**config.mk**
```make
export PLATFORM = sky130hd
export DESIGN_NAME = lvds_rx_decoder
export DESIGN_NICKNAME = d
export VERILOG_FILES = /design/src/rtl/lvds_rx_decoder.sv
export SDC_FILE = /design/constraint.sdc
export NUM_CORES = 1
export LEC_CHECK = 0
export CAP_MARGIN = 5
export CORE_MARGIN = 2
export CORE_UTILIZATION = 53
export DETAILED_ROUTE_END_ITERATION = 8
export GPL_TIMING_DRIVEN = 0
export PLACE_DENSITY = 0.8
export SYNTH_ARGS = -nofsm -noshare
export SYNTH_HDL_FRONTEND = slang
export SYNTH_SLANG_ARGS = --single-unit
```
**constraint.sdc**
```tcl
create_clock -name clk -period 3.05 [get_ports clk]
set_input_delay 0.915 -clock clk [delete_from_list [all_inputs] [get_ports clk]]
set_output_delay 0.915 -clock clk [all_outputs]
set_load 0.01 [all_outputs]
```
**src/rtl/lvds_rx_decoder.sv**
```systemverilog
// lvds_rx_decoder: word aligner and pixel decoder for a 4-lane 7:1 LVDS link.
// The clock lane is searched for the 1100011 pattern across the seven bit
// offsets of a {prev,curr} word pair. Once aligned, the three data lanes are
// unpacked into sync/enable and 8-bit colour.
// Optional line/frame measurement is built only when LVDS_RX_TIMING_EN is
// defined. Otherwise ActiveWidth/ActiveHeight are tied to zero.
//
// Handshake: there is none. Every lane delivers one word per clk and the
// decoded pixel leaves three cycles later, with no back-pressure.
module lvds_rx_decoder #(
  parameter int LOCK_COUNT = 16,
  parameter int LOSS_COUNT = 4
) (
  input  logic        clk,
  input  logic        rst,
  input  logic [6:0]  clock_word,
  input  logic [6:0]  channel1_word,
  input  logic [6:0]  channel2_word,
  input  logic [6:0]  channel3_word,
  output logic        HSync,
  output logic        VSync,
  output logic        DataEnable,
  output logic [7:0]  Red,
  output logic [7:0]  Green,
  output logic [7:0]  Blue,
  output logic        locked,
  output logic [2:0]  slip,
  output logic [10:0] ActiveWidth,
  output logic [10:0] ActiveHeight
);

  localparam logic [1:0] S_SEARCH = 2'd0;
  localparam logic [1:0] S_CHECK  = 2'd1;
  localparam logic [1:0] S_LOCKED = 2'd2;

  localparam logic [6:0] CLK_PATTERN = 7'b1100011;

  localparam int CW = (LOCK_COUNT > 1) ? $clog2(LOCK_COUNT + 1) : 1;
  localparam int MW = (LOSS_COUNT > 1) ? $clog2(LOSS_COUNT + 1) : 1;

  // Lane 0 is the clock lane. Lanes 1..3 carry pixel data.
  logic [3:0][6:0] cur_q, cur_d;
  logic [3:0][6:0] prv_q, prv_d;
  logic [3:0][6:0] algn;

  logic [1:0]    state_q, state_d;
  logic [2:0]    slip_q, slip_d;
  logic [CW-1:0] cnt_q, cnt_d;
  logic [MW-1:0] miss_q, miss_d;
  logic          locked_q, locked_d;
  logic [1:0]    lkp_q, lkp_d;

  logic [20:0] dat_q, dat_d;
  logic        hs_q, hs_d;
  logic        vs_q, vs_d;
  logic        de_q, de_d;
  logic [7:0]  red_q, red_d;
  logic [7:0]  grn_q, grn_d;
  logic [7:0]  blu_q, blu_d;

  logic          clk_match;
  logic [2:0]    slip_inc;
  logic [CW-1:0] cnt_inc;
  logic [MW-1:0] miss_inc;
  logic          data_ok;

  // Window starting s bits after the MSB of prev; s = 0 returns prev itself.
  function automatic logic [6:0] align_word(input logic [6:0] prv,
                                            input logic [6:0] cur,
                                            input logic [2:0] s);
    logic [13:0] v;
    v = {prv, cur} << s;
    return v[13:7];
  endfunction

  // Input capture: current word per lane plus the one before it.
  always_comb begin
    cur_d = {channel3_word, channel2_word, channel1_word, clock_word};
    prv_d = cur_q;
  end

  // Apply the shared slip offset to every lane.
  always_comb begin
    algn = '0;
    for (int l = 0; l < 4; l++) begin
      algn[l] = align_word(prv_q[l], cur_q[l], slip_q);
    end
  end

  // Alignment FSM: SEARCH walks slip, CHECK confirms, LOCKED tolerates short bursts.
  always_comb begin
    clk_match = (algn[0] == CLK_PATTERN);
    slip_inc  = (slip_q == 3'd6) ? 3'd0 : slip_q + 3'd1;
    cnt_inc   = cnt_q + 1'b1;
    miss_inc  = miss_q + 1'b1;
    state_d   = state_q;
    slip_d    = slip_q;
    cnt_d     = cnt_q;
    miss_d    = miss_q;
    locked_d  = locked_q;
    case (state_q)
      S_SEARCH: begin
        if (clk_match) begin
          state_d = S_CHECK;
          cnt_d   = CW'(1);
        end else begin
          slip_d = slip_inc;
        end
      end
      S_CHECK: begin
        if (clk_match) begin
          cnt_d = cnt_inc;
          if (cnt_inc == CW'(LOCK_COUNT)) begin
            state_d  = S_LOCKED;
            locked_d = 1'b1;
            miss_d   = '0;
          end
        end else begin
          state_d = S_SEARCH;
          slip_d  = slip_inc;
          cnt_d   = '0;
        end
      end
      S_LOCKED: begin
        if (clk_match) begin
          miss_d = '0;
        end else if (miss_inc == MW'(LOSS_COUNT)) begin
          state_d  = S_SEARCH;
          locked_d = 1'b0;
          slip_d   = slip_inc;
          miss_d   = '0;
          cnt_d    = '0;
        end else begin
          miss_d = miss_inc;
        end
      end
      default: begin
        state_d  = S_SEARCH;
        slip_d   = '0;
        cnt_d    = '0;
        miss_d   = '0;
        locked_d = 1'b0;
      end
    endcase
  end

  // Hold pixels back until lock has been stable long enough to flush the pipe.
  always_comb begin
    lkp_d   = {lkp_q[0], locked_q};
    data_ok = locked_q & lkp_q[0] & lkp_q[1];
  end

  // Decode aligned data lanes into sync, enable and expanded colour.
  always_comb begin
    dat_d = {algn[3], algn[2], algn[1]};
    hs_d  = 1'b1;
    vs_d  = 1'b1;
    de_d  = 1'b0;
    red_d = '0;
    grn_d = '0;
    blu_d = '0;
    if (data_ok) begin
      red_d = {dat_q[5:0], dat_q[5:4]};
      grn_d = {dat_q[11:7], dat_q[6], dat_q[11:10]};
      blu_d = {dat_q[17:14], dat_q[13:12], dat_q[17:16]};
      hs_d  = dat_q[18];
      vs_d  = dat_q[19];
      de_d  = dat_q[20];
    end
  end

  // State and pipeline registers with synchronous reset.
  always_ff @(posedge clk) begin
    if (rst) begin
      cur_q    <= '0;
      prv_q    <= '0;
      state_q  <= S_SEARCH;
      slip_q   <= '0;
      cnt_q    <= '0;
      miss_q   <= '0;
      locked_q <= 1'b0;
      lkp_q    <= '0;
      dat_q    <= '0;
      hs_q     <= 1'b1;
      vs_q     <= 1'b1;
      de_q     <= 1'b0;
      red_q    <= '0;
      grn_q    <= '0;
      blu_q    <= '0;
    end else begin
      cur_q    <= cur_d;
      prv_q    <= prv_d;
      state_q  <= state_d;
      slip_q   <= slip_d;
      cnt_q    <= cnt_d;
      miss_q   <= miss_d;
      locked_q <= locked_d;
      lkp_q    <= lkp_d;
      dat_q    <= dat_d;
      hs_q     <= hs_d;
      vs_q     <= vs_d;
      de_q     <= de_d;
      red_q    <= red_d;
      grn_q    <= grn_d;
      blu_q    <= blu_d;
    end
  end

`ifdef LVDS_RX_TIMING_EN
  logic [10:0] wcnt_q, wcnt_d;
  logic [10:0] lcnt_q, lcnt_d;
  logic [10:0] aw_q, aw_d;
  logic [10:0] ah_q, ah_d;
  logic        de_prev_q, de_prev_d;
  logic        vs_prev_q, vs_prev_d;

  // Measure enable width per line and enabled lines per frame; results load on falling edges.
  always_comb begin
    wcnt_d    = wcnt_q;
    lcnt_d    = lcnt_q;
    aw_d      = aw_q;
    ah_d      = ah_q;
    de_prev_d = de_q;
    vs_prev_d = vs_q;
    if (!locked_q) begin
      wcnt_d    = '0;
      lcnt_d    = '0;
      de_prev_d = 1'b0;
      vs_prev_d = 1'b1;
    end else begin
      if (de_q) begin
        wcnt_d = (wcnt_q == 11'd2047) ? wcnt_q : wcnt_q + 11'd1;
      end
      if (de_prev_q && !de_q) begin
        aw_d   = wcnt_q;
        wcnt_d = '0;
        lcnt_d = (lcnt_q == 11'd2047) ? lcnt_q : lcnt_q + 11'd1;
      end
      if (vs_prev_q && !vs_q) begin
        ah_d   = lcnt_d;
        lcnt_d = '0;
      end
    end
  end

  // Measurement registers.
  always_ff @(posedge clk) begin
    if (rst) begin
      wcnt_q    <= '0;
      lcnt_q    <= '0;
      aw_q      <= '0;
      ah_q      <= '0;
      de_prev_q <= 1'b0;
      vs_prev_q <= 1'b1;
    end else begin
      wcnt_q    <= wcnt_d;
      lcnt_q    <= lcnt_d;
      aw_q      <= aw_d;
      ah_q      <= ah_d;
      de_prev_q <= de_prev_d;
      vs_prev_q <= vs_prev_d;
    end
  end

  assign ActiveWidth  = aw_q;
  assign ActiveHeight = ah_q;
`else
  assign ActiveWidth  = '0;
  assign ActiveHeight = '0;
`endif

  assign HSync      = hs_q;
  assign VSync      = vs_q;
  assign DataEnable = de_q;
  assign Red        = red_q;
  assign Green      = grn_q;
  assign Blue       = blu_q;
  assign locked     = locked_q;
  assign slip       = slip_q;

endmodule

```
* After elaboration in Yosys (flattened, before gate mapping) *
Index checks and enable logic that the tools add are counted.

word-level totals
  register bits = 120
  latch bits = 0
  memory bits (writable) = 0
  ROM bits = 0
  bits of input ports = 30
  output and inout port bits = 53
  word-level logic and storage cells = 79
  memories kept = 0

operators by class
  add/sub/neg operators = 3
  $mul = 0
  divide/modulo/power cells = 0
  magnitude comparators = 0
  eq/ne operators = 13
  shift operators = 4
  mux-type cells = 26
  bitwise logic cells = 4
  reduce and logical (&&, ||, !) cells = 8

operator list
  operator                                                         count
  14-bit by 3-bit left shift with 14-bit output                    4
  3-bit 2-to-1 mux                                                 8
  5-bit 2-to-1 mux                                                 4
  5-bit case mux with 3 select lines                               1
  2-bit inequality test, second input constant                     6
  2-bit 2-to-1 mux                                                 5
  3-bit case mux with 3 select lines                               1
  3-bit AND reduction                                              3
  7-bit == test, second input constant                             1
  3-bit by 1-bit adder with 3-bit output, second input constant    2
  3-bit == test, second input constant                             2
  2-bit case mux with 3 select lines                               1
  3-bit case mux with 2 select lines                               1
  5-bit by 1-bit adder with 5-bit output, second input constant    1
  5-bit == test, second input constant                             1
  5-bit AND reduction                                              1
  1-bit 2-to-1 mux                                                 4
  4-bit AND reduction                                              1
  2-bit OR reduction                                               2
  3-bit inequality test, second input constant                     1
  1-bit case mux with 3 select lines                               1
  1-bit bitwise AND                                                2
  2-bit by 1-bit == test with 1-bit output, second input constant  1
  2-bit == test, second input constant                             1
  2 further kinds                                                  3

* Longest topological paths before layout *
Gate-level depths: netlist of run 1.

  depth in word-level cells = 5
  gate-level depth with buffers = 9
  gate-level depth less buffers = 7

* Worst setup path after synthesis of run 1 *
Ideal clock, no wire load.

  kind = reg2reg
  from = register slip_q[0], in the netlist slip[0]
  to = register miss_q[2]
  arrival time = 2256 ps
  slack = 672 ps
  stages on the path, launching flop included = 9
  path through = dfxtp_1 buf_6 buf_2 mux2i_1 a32oi_1 or4_1 buf_6 or2_4 a311o_1

on the way
  cells in the longest elaborated chain, start to end = 4
  elaborated cells on any way between the ends = 6
  those cells by class = eq/ne: 2; shift: 1; mux: 2; reduce/logical: 1

RTL lines
  item                                                                       RTL line  source
  start, declared                                                            47        logic [2:0] slip_q, slip_d;
  start signal, assigned                                                     194       slip_q <= slip_d;
  14-bit by 3-bit left shift with 14-bit output *                            72        v = {prv, cur} << s;
  7-bit == test *                                                            92        clk_match = (algn[0] == CLK_PATTERN);
  3-bit 2-to-1 mux or 2-bit inequality test (tied branches)                  n/a
  3-bit case mux with 3 select lines or 3-bit AND reduction (tied branches)  n/a
  end signal, assigned                                                       196       miss_q <= miss_d;
  end, declared                                                              49        logic [MW-1:0] miss_q, miss_d;

Every way passes the cells marked *; elsewhere a longest branch is shown, timed or not.
A chain may end at the register's enable or synchronous reset.

* Worst setup path after layout of run 1 *
  from = register slip_q[0], in the netlist slip[0]
  to = register state_q[1]

on the way
  cells in the longest elaborated chain, start to end = 4
  elaborated cells on any way between the ends = 8
  those cells by class = eq/ne: 4; shift: 1; mux: 2; reduce/logical: 1

RTL lines
  item                                                                                        RTL line  source
  14-bit by 3-bit left shift with 14-bit output *                                             72
  7-bit == test *                                                                             92
  3-bit inequality test (no source line), or another cell as far along                        n/a
  4-bit AND reduction (no source line) or 2-bit case mux with 3 select lines (tied branches)  n/a
  end signal, assigned                                                                        193       state_q <= state_d;
  end, declared                                                                               46        logic [1:0] state_q, state_d;

Marks and branches as above.

==> results.sh, run 1 <==
export IMPL_status="finished, final reports clean"
export IMPL_fin_util_pct=68.9
export IMPL_drive_gt1_share_pct=19.1
export IMPL_grt_pass1_vias=3463
export IMPL_grt_pass1_wl_um=16600
export IMPL_critical_path_top_delay_family="buffers and inverters"
export IMPL_dp_hpwl_um=7150
export IMPL_syn_cell_area_mm2=0.00499
export IMPL_p_sw_share_pct=24.9
export IMPL_max_vdd_ir_drop_mv=0.419
export IMPL_endpoint_kind="register"
export IMPL_dieHeight_um=101
export IMPL_crit_slowest_cell="nor4_1"
export IMPL_max_freq_mhz=368
export IMPL_rows=35
export IMPL_drt_total_wl_um=9890
export IMPL_tns_ps=0
export IMPL_min_period_ps=2720
export IMPL_synth_area_per_cell_um2=10.6
export IMPL_yosysWarnings=0
export IMPL_startpoint_type="register"
export IMPL_synth_edf_count=0
export IMPL_gr_total_overflow=0
export IMPL_share_seq_of_total_power_pct=43.1
export IMPL_p_switching_w=0.000919
export IMPL_holdWs_ps=410
export IMPL_path_class="register to register"
export IMPL_initial_core_util_pct=54.3
export IMPL_antenna_cells=0
export IMPL_coreArea_mm2=0.00920
export IMPL_antenna_found_initial=0
export IMPL_rsz0062_at_grt="false"
export IMPL_finalHoldViolations=0
export IMPL_viasPerCell=5.29
export IMPL_area_growth_pct=26.9
export IMPL_post_cts_setup_buffers=0
export IMPL_period_share_pct=89.1
export IMPL_ys_seq_area_share_pct=45.7
export IMPL_critPathMaxStageDelay_ps=510
export IMPL_finalNonFillerCells=693
export IMPL_path_cells="buf_6, buf_2, mux2i_1, a32oi_1, nor4_1, clkbuf_1, a211oi_1, a211oi_1"
export IMPL_ios=83
export IMPL_die_w_um=101
export IMPL_async_flop_share_pct=0
export IMPL_drc_errors=0
export IMPL_cts_tree="done"
export IMPL_dieArea_mm2=0.0102
export IMPL_gp_congestion=0.869
export IMPL_worstPathRequired_ps=3460
export IMPL_worst_path_max_fanout=10
export IMPL_power_density_mw_per_mm2=582
export IMPL_maxCapViolCount=0
export IMPL_cts_max_path_buffers=2
export IMPL_slew_violations=0
export IMPL_grt_max_degree=17
export IMPL_place_inst=661
export IMPL_power_frac_comb_pct=10.0
export IMPL_synth_cells=470
export IMPL_slew_headroom_pct=40.1
export IMPL_clockRootBuffer="clkbuf_8"
export IMPL_cts_htree_levels=4
export IMPL_hold_buffers=0
export IMPL_path_buf_inv=3
export IMPL_p_leak_nw=2.50
export IMPL_ys_ff_latch=114
export IMPL_pwr_share_clk_pct=46.9
export IMPL_ys_flop_type="dfxtp_1"
export IMPL_hold_path_class="register to register"
export IMPL_wire_per_inst_um=14.3
export IMPL_clkSinkCount=114
export IMPL_portBuffers=59
export IMPL_power_total_w=0.00369
export IMPL_crit_top_cell="a211oi_1"
export IMPL_ctsResizeCount=0
export IMPL_drt_iter0_drc=244
export IMPL_ys_types=54
export IMPL_crit_arrival_ps=3120
export IMPL_setup_violations=0
export IMPL_clkLatencyLatePin_ps=510
export IMPL_cts_made_buffers=17
export IMPL_nets=603
export IMPL_via_count=3664
export IMPL_n_fill_cell=711
export IMPL_ant_nets=0
export IMPL_p_int_w=0.00277
export IMPL_first_pass_iters=5
export IMPL_track_usage_pct=20.7
export IMPL_skew_ps=8.90
export IMPL_tightest_slew_ps=893
export IMPL_clk_pin_slew_ps=60
[power groups by stage]
stage,Combinational (W),Sequential (W),Clock (W)
after floorplan,0.000271,0.00161,0
after global placement,0.000356,0.00161,0
after detailed placement,0.000363,0.00162,0
after CTS,0.000367,0.00159,0.00176
after global routing,0.000404,0.00159,0.00182
final,0.000370,0.00159,0.00173
[layout make-up]
type,count,area [um2],share of cell area [%]
Buffer,60,394,6.22
Clock buffer,18,428,6.75
Clock inverter,14,105,1.66
Inverter,8,30.0,0.474
Multi-Input combinational cell,309,2370,37.4
Sequential cell,114,2280,36.0
Tap cell,111,139,2.19
Timing Repair Buffer,59,591,9.32
[per-layer routing]
metal	global-route usage, %	up-vias	routed length (um)
li1	-	1790	-
met1	25.5	1702	4260
met2	34.0	154	4870
met3	4.85	18	587
met4	10.1	0	174
met5	0	-	0
[cell usage in the layout, fill, tap and decap left out, types with 5 or more instances in the layout]
cell and n:
dfxtp_1 114, nor2b_1 59, clkdlybuf4s50_1 59, buf_4 29, nand2_1 26, mux2i_1 26, mux4_2 24, nor2_1 24
a21oi_1 22, and2_1 22, conb_1 22, clkbuf_1 16, clkbuf_16 16, a211oi_1 10, mux2_2 7, nand3_1 7
buf_6 6, inv_1 6, clkinvlp_4 5
[metrics by stage]
step	setup WS (ps)	instance area [um2]
after floorplan	672	5070
after global placement	477	5800
after detailed placement	435	5800
after CTS	352	6340
after global routing	21.1	6340
final	333	6340
[worst paths after layout]
kind                            startpoint         end  slack [ps]  depth (start not counted)
worst max-delay path               slip[0]  state_q[1]         330                          8
worst min-delay path             dat_q[19]       VSync         410                          1
worst max register to register     slip[0]  state_q[1]         330                          8
worst min register to register   dat_q[19]       VSync         410                          1
[worst register-to-register path, cell delays in order, from the launching register on]
cell,delay (ps)
dfxtp_1,390
buf_6,160
buf_2,250
mux2i_1,230
a32oi_1,210
nor4_1,510
clkbuf_1,430
a211oi_1,170
a211oi_1,270
[flip-flops by register name, indices dropped and copies added, names as in the netlist, 3 cells and up]
signal / count
prv_q: 28
Blue: 6
slip: 3
miss_q: 3
dat_q: 21
Red: 6
Green: 6
cnt_q: 5
cur_q: 28
[cell usage after synthesis, drive strengths merged, types with 3 or more instances]
| cell type | number | area [um2] |
|---|---|---|
| nor4 | 3 | 18.8 |
| ha | 4 | 50.1 |
| mux2 | 8 | 93.8 |
| nor2 | 24 | 90.1 |
| nand2 | 26 | 97.6 |
| a21oi | 22 | 110 |
| a31oi | 4 | 25.0 |
| nand2b | 3 | 18.8 |
| inv | 8 | 30.0 |
| buf | 43 | 320 |
| mux4 | 24 | 541 |
| nand3 | 7 | 35.0 |
| nor4b | 3 | 26.3 |
| nand3b | 4 | 30.0 |
| o211ai | 4 | 30.0 |
| and2 | 23 | 145 |
| mux2i | 26 | 260 |
| a211oi | 10 | 75.1 |
| clkbuf | 17 | 73.8 |
| dfxtp | 114 | 2280 |
| nor2b | 59 | 369 |
[kinds of logic (layout without fill, tap and decap cells)]
logic type      after synthesis  after routing  share of synthesized area [%]
other cells                   1             22                         0.0751
xor+xnor                      2              2                          0.351
fa+ha+maj                     4              4                           1.00
compound gates               58             58                           7.97
flops                       114            114                           45.7
buf+inv                      68            159                           8.49
mux                          58             58                           17.9
simple gates                165            165                           18.5
Power figures use the tool's default switching activity.
==> inputs of run 2 (changes only) <==
--- a/config.mk
+++ b/config.mk
@@ -7,10 +7,12 @@
 export LEC_CHECK = 0
 export CAP_MARGIN = 5
 export CORE_MARGIN = 2
-export CORE_UTILIZATION = 53
+export CORE_UTILIZATION = 63
 export DETAILED_ROUTE_END_ITERATION = 8
+export DONT_BUFFER_PORTS = 1
+export GPL_ROUTABILITY_DRIVEN = 0
 export GPL_TIMING_DRIVEN = 0
-export PLACE_DENSITY = 0.8
+export PLACE_DENSITY = 0.79
 export SYNTH_ARGS = -nofsm -noshare
 export SYNTH_HDL_FRONTEND = slang
 export SYNTH_SLANG_ARGS = --single-unit
==> results.sh, run 2 (synthesis results as in run 1) <==
export IMPL_pwr_share_clk_pct=50.5
export IMPL_cp_startpoint="slip[0]"
export IMPL_crit_arrival_ps=3220
export IMPL_clkLatencyLatePin_ps=510
export IMPL_p_switching_w=0.000857
export IMPL_area_growth_pct=16.2
export IMPL_rows=32
export IMPL_p_int_w=0.00304
export IMPL_grt_pass1_wl_um=17000
export IMPL_post_cts_setup_buffers=0
export IMPL_regArea_mm2=0.00228
export IMPL_dp_hpwl_um=6900
export IMPL_viasPerCell=5.65
export IMPL_rr_worst_depth=8
export IMPL_ant_nets=0
export IMPL_grt_max_degree=17
export IMPL_worst_path_max_fanout=10
export IMPL_portBuffers=0
export IMPL_ctsResizeCount=0
export IMPL_crit_top_cell="a211oi_1"
export IMPL_antenna_cells=0
export IMPL_r2r_end="state_q[1]"
export IMPL_skew_ps=9.38
export IMPL_wire_per_inst_um=16.5
export IMPL_hold_path_class="register to register"
export IMPL_period_share_pct=92.2
export IMPL_slew_headroom_pct=40.5
export IMPL_cp_depth=8
export IMPL_tns_ps=0
export IMPL_antenna_found_initial=0
export IMPL_power_density_mw_per_mm2=670
export IMPL_path_cells="buf_6, buf_2, mux2i_1, a32oi_1, nor4_1, clkbuf_1, a211oi_1, a211oi_1"
export IMPL_clk_pin_slew_ps=50
export IMPL_dieArea_mm2=0.00866
export IMPL_critical_path_top_delay_family="buffers and inverters"
export IMPL_drc_errors=0
export IMPL_dpl_cell_area_mm2=0.00520
export IMPL_holdWs_ps=414
export IMPL_endpoint_kind="register"
export IMPL_cts_tree="done"
export IMPL_max_vdd_ir_drop_mv=0.513
export IMPL_multiInputGateArea_mm2=0.00237
export IMPL_grt_pass1_vias=3400
export IMPL_path_buf_inv=3
export IMPL_layout_common_cells="dfxtp_1 (114), nor2b_1 (59), buf_4 (29), nand2_1 (26), mux2i_1 (26)"
export IMPL_gr_total_overflow=0
export IMPL_regToRegSetupSlack_ps=240
export IMPL_finalHoldViolations=0
export IMPL_critPathMaxStageDelay_ps=540
export IMPL_max_freq_mhz=356
export IMPL_path_class="register to register"
export IMPL_endpoint="state_q[1]"
export IMPL_clkSinkCount=114
export IMPL_setup_violations=0
export IMPL_n_fill_cell=526
export IMPL_ios=83
export IMPL_drive_gt1_share_pct=20.8
export IMPL_first_pass_iters=4
export IMPL_cts_htree_levels=4
export IMPL_via_count=3534
export IMPL_min_period_ps=2810
export IMPL_drt_total_wl_um=10300
export IMPL_p_leak_nw=2.32
export IMPL_tightest_slew_ps=888
export IMPL_cts_made_buffers=17
export IMPL_status="finished, final reports clean"
export IMPL_r2r_start="slip[0]"
export IMPL_initial_core_util_pct=65.0
export IMPL_worstPathRequired_ps=3460
export IMPL_coreArea_mm2=0.00769
export IMPL_dieHeight_um=93.0
export IMPL_slew_violations=0
export IMPL_drt_iter0_drc=279
export IMPL_power_frac_comb_pct=8.5
export IMPL_crit_slowest_cell="nor4_1"
export IMPL_track_usage_pct=25.7
export IMPL_hold_path_depth=1
export IMPL_nets=544
export IMPL_rsz0062_at_grt="false"
export IMPL_final_area_mm2=0.00581
export IMPL_maxCapViolCount=0
export IMPL_clockRootBuffer="clkbuf_8"
export IMPL_cts_max_path_buffers=2
export IMPL_die_w_um=93.0
export IMPL_p_sw_share_pct=22.0
export IMPL_hold_buffers=0
export IMPL_startpoint_type="register"
export IMPL_reg_largest_list="cur_q (28), prv_q (28), dat_q (21)"
export IMPL_mostFrequentLayoutCell="dfxtp_1"
export IMPL_share_seq_of_total_power_pct=41.0
==> run 2: worst reg2reg max path, cell delays in order, from the launching register on <==
cell and delay (ps):
dfxtp_1 450, buf_6 180, buf_2 280, mux2i_1 230, a32oi_1 190, nor4_1 540, clkbuf_1 410, a211oi_1 180
a211oi_1 270
==> run 2: metal layers <==
metal / GRT usage [%] / vias to the layer above / share of wire (%)
met1: 33.1 / 1679 / 43
met3: 6.29 / 20 / 7.2
met2: 41.1 / 159 / 48
met5: 0 / - / 0
li1: - / 1676 / -
met4: 11.8 / 0 / 1.5
==> run 2: layout make-up <==
type / count / area share, %
Tap cell: 102 / 2.20
Sequential cell: 114 / 39.3
Multi-Input combinational cell: 309 / 40.8
Clock buffer: 23 / 8.21
Clock inverter: 9 / 2.20
Buffer: 60 / 6.79
Inverter: 8 / 0.517
==> run 2: power by group through the flow <==
| stage | Clock [W] | Combinational (W) | Sequential (W) |
|---|---|---|---|
| 4_1_cts | 0.00199 | 0.000329 | 0.00159 |
| 3_3_place_gp | 0 | 0.000316 | 0.00162 |
| 3_5_place_dp | 0 | 0.000324 | 0.00162 |
| 6_report | 0.00197 | 0.000333 | 0.00159 |
| 2_1_floorplan | 0 | 0.000271 | 0.00161 |
| 5_1_grt | 0.00206 | 0.000363 | 0.00160 |
==> run 2: how the worst min path moves through the flow <==
| stage | startpoint | endpoint | slack [ps] |
|---|---|---|---|
| 3_3_place_gp | dat_q[18] | HSync | 390 |
| 5_1_grt | dat_q[19] | VSync | 430 |
| 2_1_floorplan | dat_q[18] | HSync | 390 |
| 3_5_place_dp | dat_q[19] | VSync | 410 |
| 4_1_cts | dat_q[19] | VSync | 420 |
| 6_report | dat_q[19] | VSync | 410 |
==> run 2: through the flow <==
stage               power (W)  setup slack, ps  instances  util [%]
floorplan             0.00188              672        491         -
global placement      0.00193              376        593      67.7
detailed placement    0.00194              374        593      67.7
CTS                   0.00391              300        625      75.5
global route          0.00402             8.83        625      75.5
finish                0.00389              239        625      75.5
==> RTL change: new RTL, settings of run 2 <==
Add an input register stage for `channel1_word`, `channel2_word` and `channel3_word`, cleared by the reset; this delays them by one clock.
--- a/src/rtl/lvds_rx_decoder.sv
+++ b/src/rtl/lvds_rx_decoder.sv
@@ -40,2 +40,18 @@
 
+  logic [6:0] channel1_word_q;
+  logic [6:0] channel2_word_q;
+  logic [6:0] channel3_word_q;
+
+  always_ff @(posedge clk) begin
+    if (rst) begin
+      channel1_word_q <= '0;
+      channel2_word_q <= '0;
+      channel3_word_q <= '0;
+    end else begin
+      channel1_word_q <= channel1_word;
+      channel2_word_q <= channel2_word;
+      channel3_word_q <= channel3_word;
+    end
+  end
+
   // Lane 0 is the clock lane. Lanes 1..3 carry pixel data.
@@ -77,3 +93,3 @@
   always_comb begin
-    cur_d = {channel3_word, channel2_word, channel1_word, clock_word};
+    cur_d = {channel3_word_q, channel2_word_q, channel1_word_q, clock_word};
     prv_d = cur_q;
Function: same outputs for any inputs over 10 cycles, from zero or initial values and one cycle with rst high; that may be too few to reach the edited logic, so the function may still have changed.
==> RTL change against run 2 <==
Wire length increased by 2.7%. Worst setup slack improved by 220 ps. Count of clock-buffer cells in the layout decreased by 5. Combinational power decreased by 9.0%. Synthesized area increased by 9.6%. Clock power increased by 2%. Final area increased by 8.2%. Power increased by 7.0%. Sequential cell count increased by 21.
==> RTL change: results (changes against run 2) <==
met1 Track Usage GR 28.9% (was 33.1%); HPWL Detailed 7190 um (was 6900 um); met3 Track Usage GR 6.69% (was 6.29%); sequential share of the synthesized area 49.4% (was 45.7%); via/cell ratio 5.50 (was 5.65); DR WL/cell 15.6 um (was 16.5 um); met2 routed WL 5120 um (was 4990 um); Power Clock 0.00201 W (was 0.00197 W); GRT Util Overall 23.4% (was 25.7%); dpl ws 615 ps (was 374 ps); vias in the first global route 3,668 (was 3,400); length of routed wiring on met1 4500 um (was 4400 um); flop2flop setup slack 450 ps (was 240 ps); share of cells above drive strength 1 18.8% (was 20.8%); CP arrival 2990 ps (was 3220 ps); Worst Skew 6.25 ps (was 9.38 ps); Reg-to-Reg End dat_q[17] (was state_q[1]); Leak 2.48 nW (was 2.32 nW); Comb group 0.000303 W (was 0.000333 W); DR pass1 iterations 5 (was 4); met2 Use GR 37.9% (was 41.1%); Sw Ratio 24.0% (was 22.0%); top post-synthesis cells by area dfxtp_1 (49%), nor2b_1 (9.9%), mux4_2 (9.1%) (was dfxtp_1 (46%), mux4_2 (11%), nor2b_1 (7.4%)); status completed (unchanged); Worst-Margin Slew 664 ps (was 888 ps); fillers 618 (was 526)
==> RTL change: cell types whose count changed after synthesis, sizes merged, moves of 5 or more <==
cell / change
dfxtp: +21
nand2: +10
mux2i: -8
nor2b: +28
nor2: -6
o22ai: +5
nand3: +8
==> RTL change: worst max path at each step <==
stage,to,cells after the start,slack [ps],from
after floorplan,miss_q[0],7,990,slip[0]
after global placement,dat_q[10],7,680,slip[0]
after detailed placement,dat_q[10],7,610,slip[0]
after CTS,dat_q[17],7,570,slip[0]
after global routing,dat_q[10],7,340,slip[0]
final,dat_q[17],7,450,slip[0]
==> RTL change: cells by family (layout without fill, tap and decap cells) <==
logic type      count (synthesis)  after routing  synth area share [%]
simple gates                  193            193                  19.7
flops                         135            135                  49.4
buf+inv                        68            100                  7.16
compound gates                 63             63                  8.48
mux                            45             45                  13.4
xor+xnor                        6              6                 0.960
fa+ha+maj                       4              4                 0.915
other cells                     1             22                0.0685
==> RTL change: stage by stage <==
step / hold WS [ps] / total power, W / cell area, um^2 / utilization, % / instances
finish: 415 / 0.00417 / 6280 / 73.4 / 676
global placement: 405 / 0.00218 / 5690 / 66.5 / 644
floorplan: 386 / 0.00213 / 5550 / - / 536
global route: 437 / 0.00430 / 6280 / 73.4 / 676
CTS: 418 / 0.00418 / 6280 / 73.4 / 676
detailed placement: 403 / 0.00219 / 5690 / 66.5 / 644
==> RTL change: final cells by class <==
| cell class | count | share of cell area [%] |
|---|---|---|
| inverters | 6 | 0.359 |
| well taps | 108 | 2.15 |
| clock buffers | 18 | 6.81 |
| multi-input cells | 333 | 39.1 |
| plain buffers | 62 | 5.88 |
| flip-flops and latches | 135 | 43.0 |
| clock inverters | 14 | 2.63 |
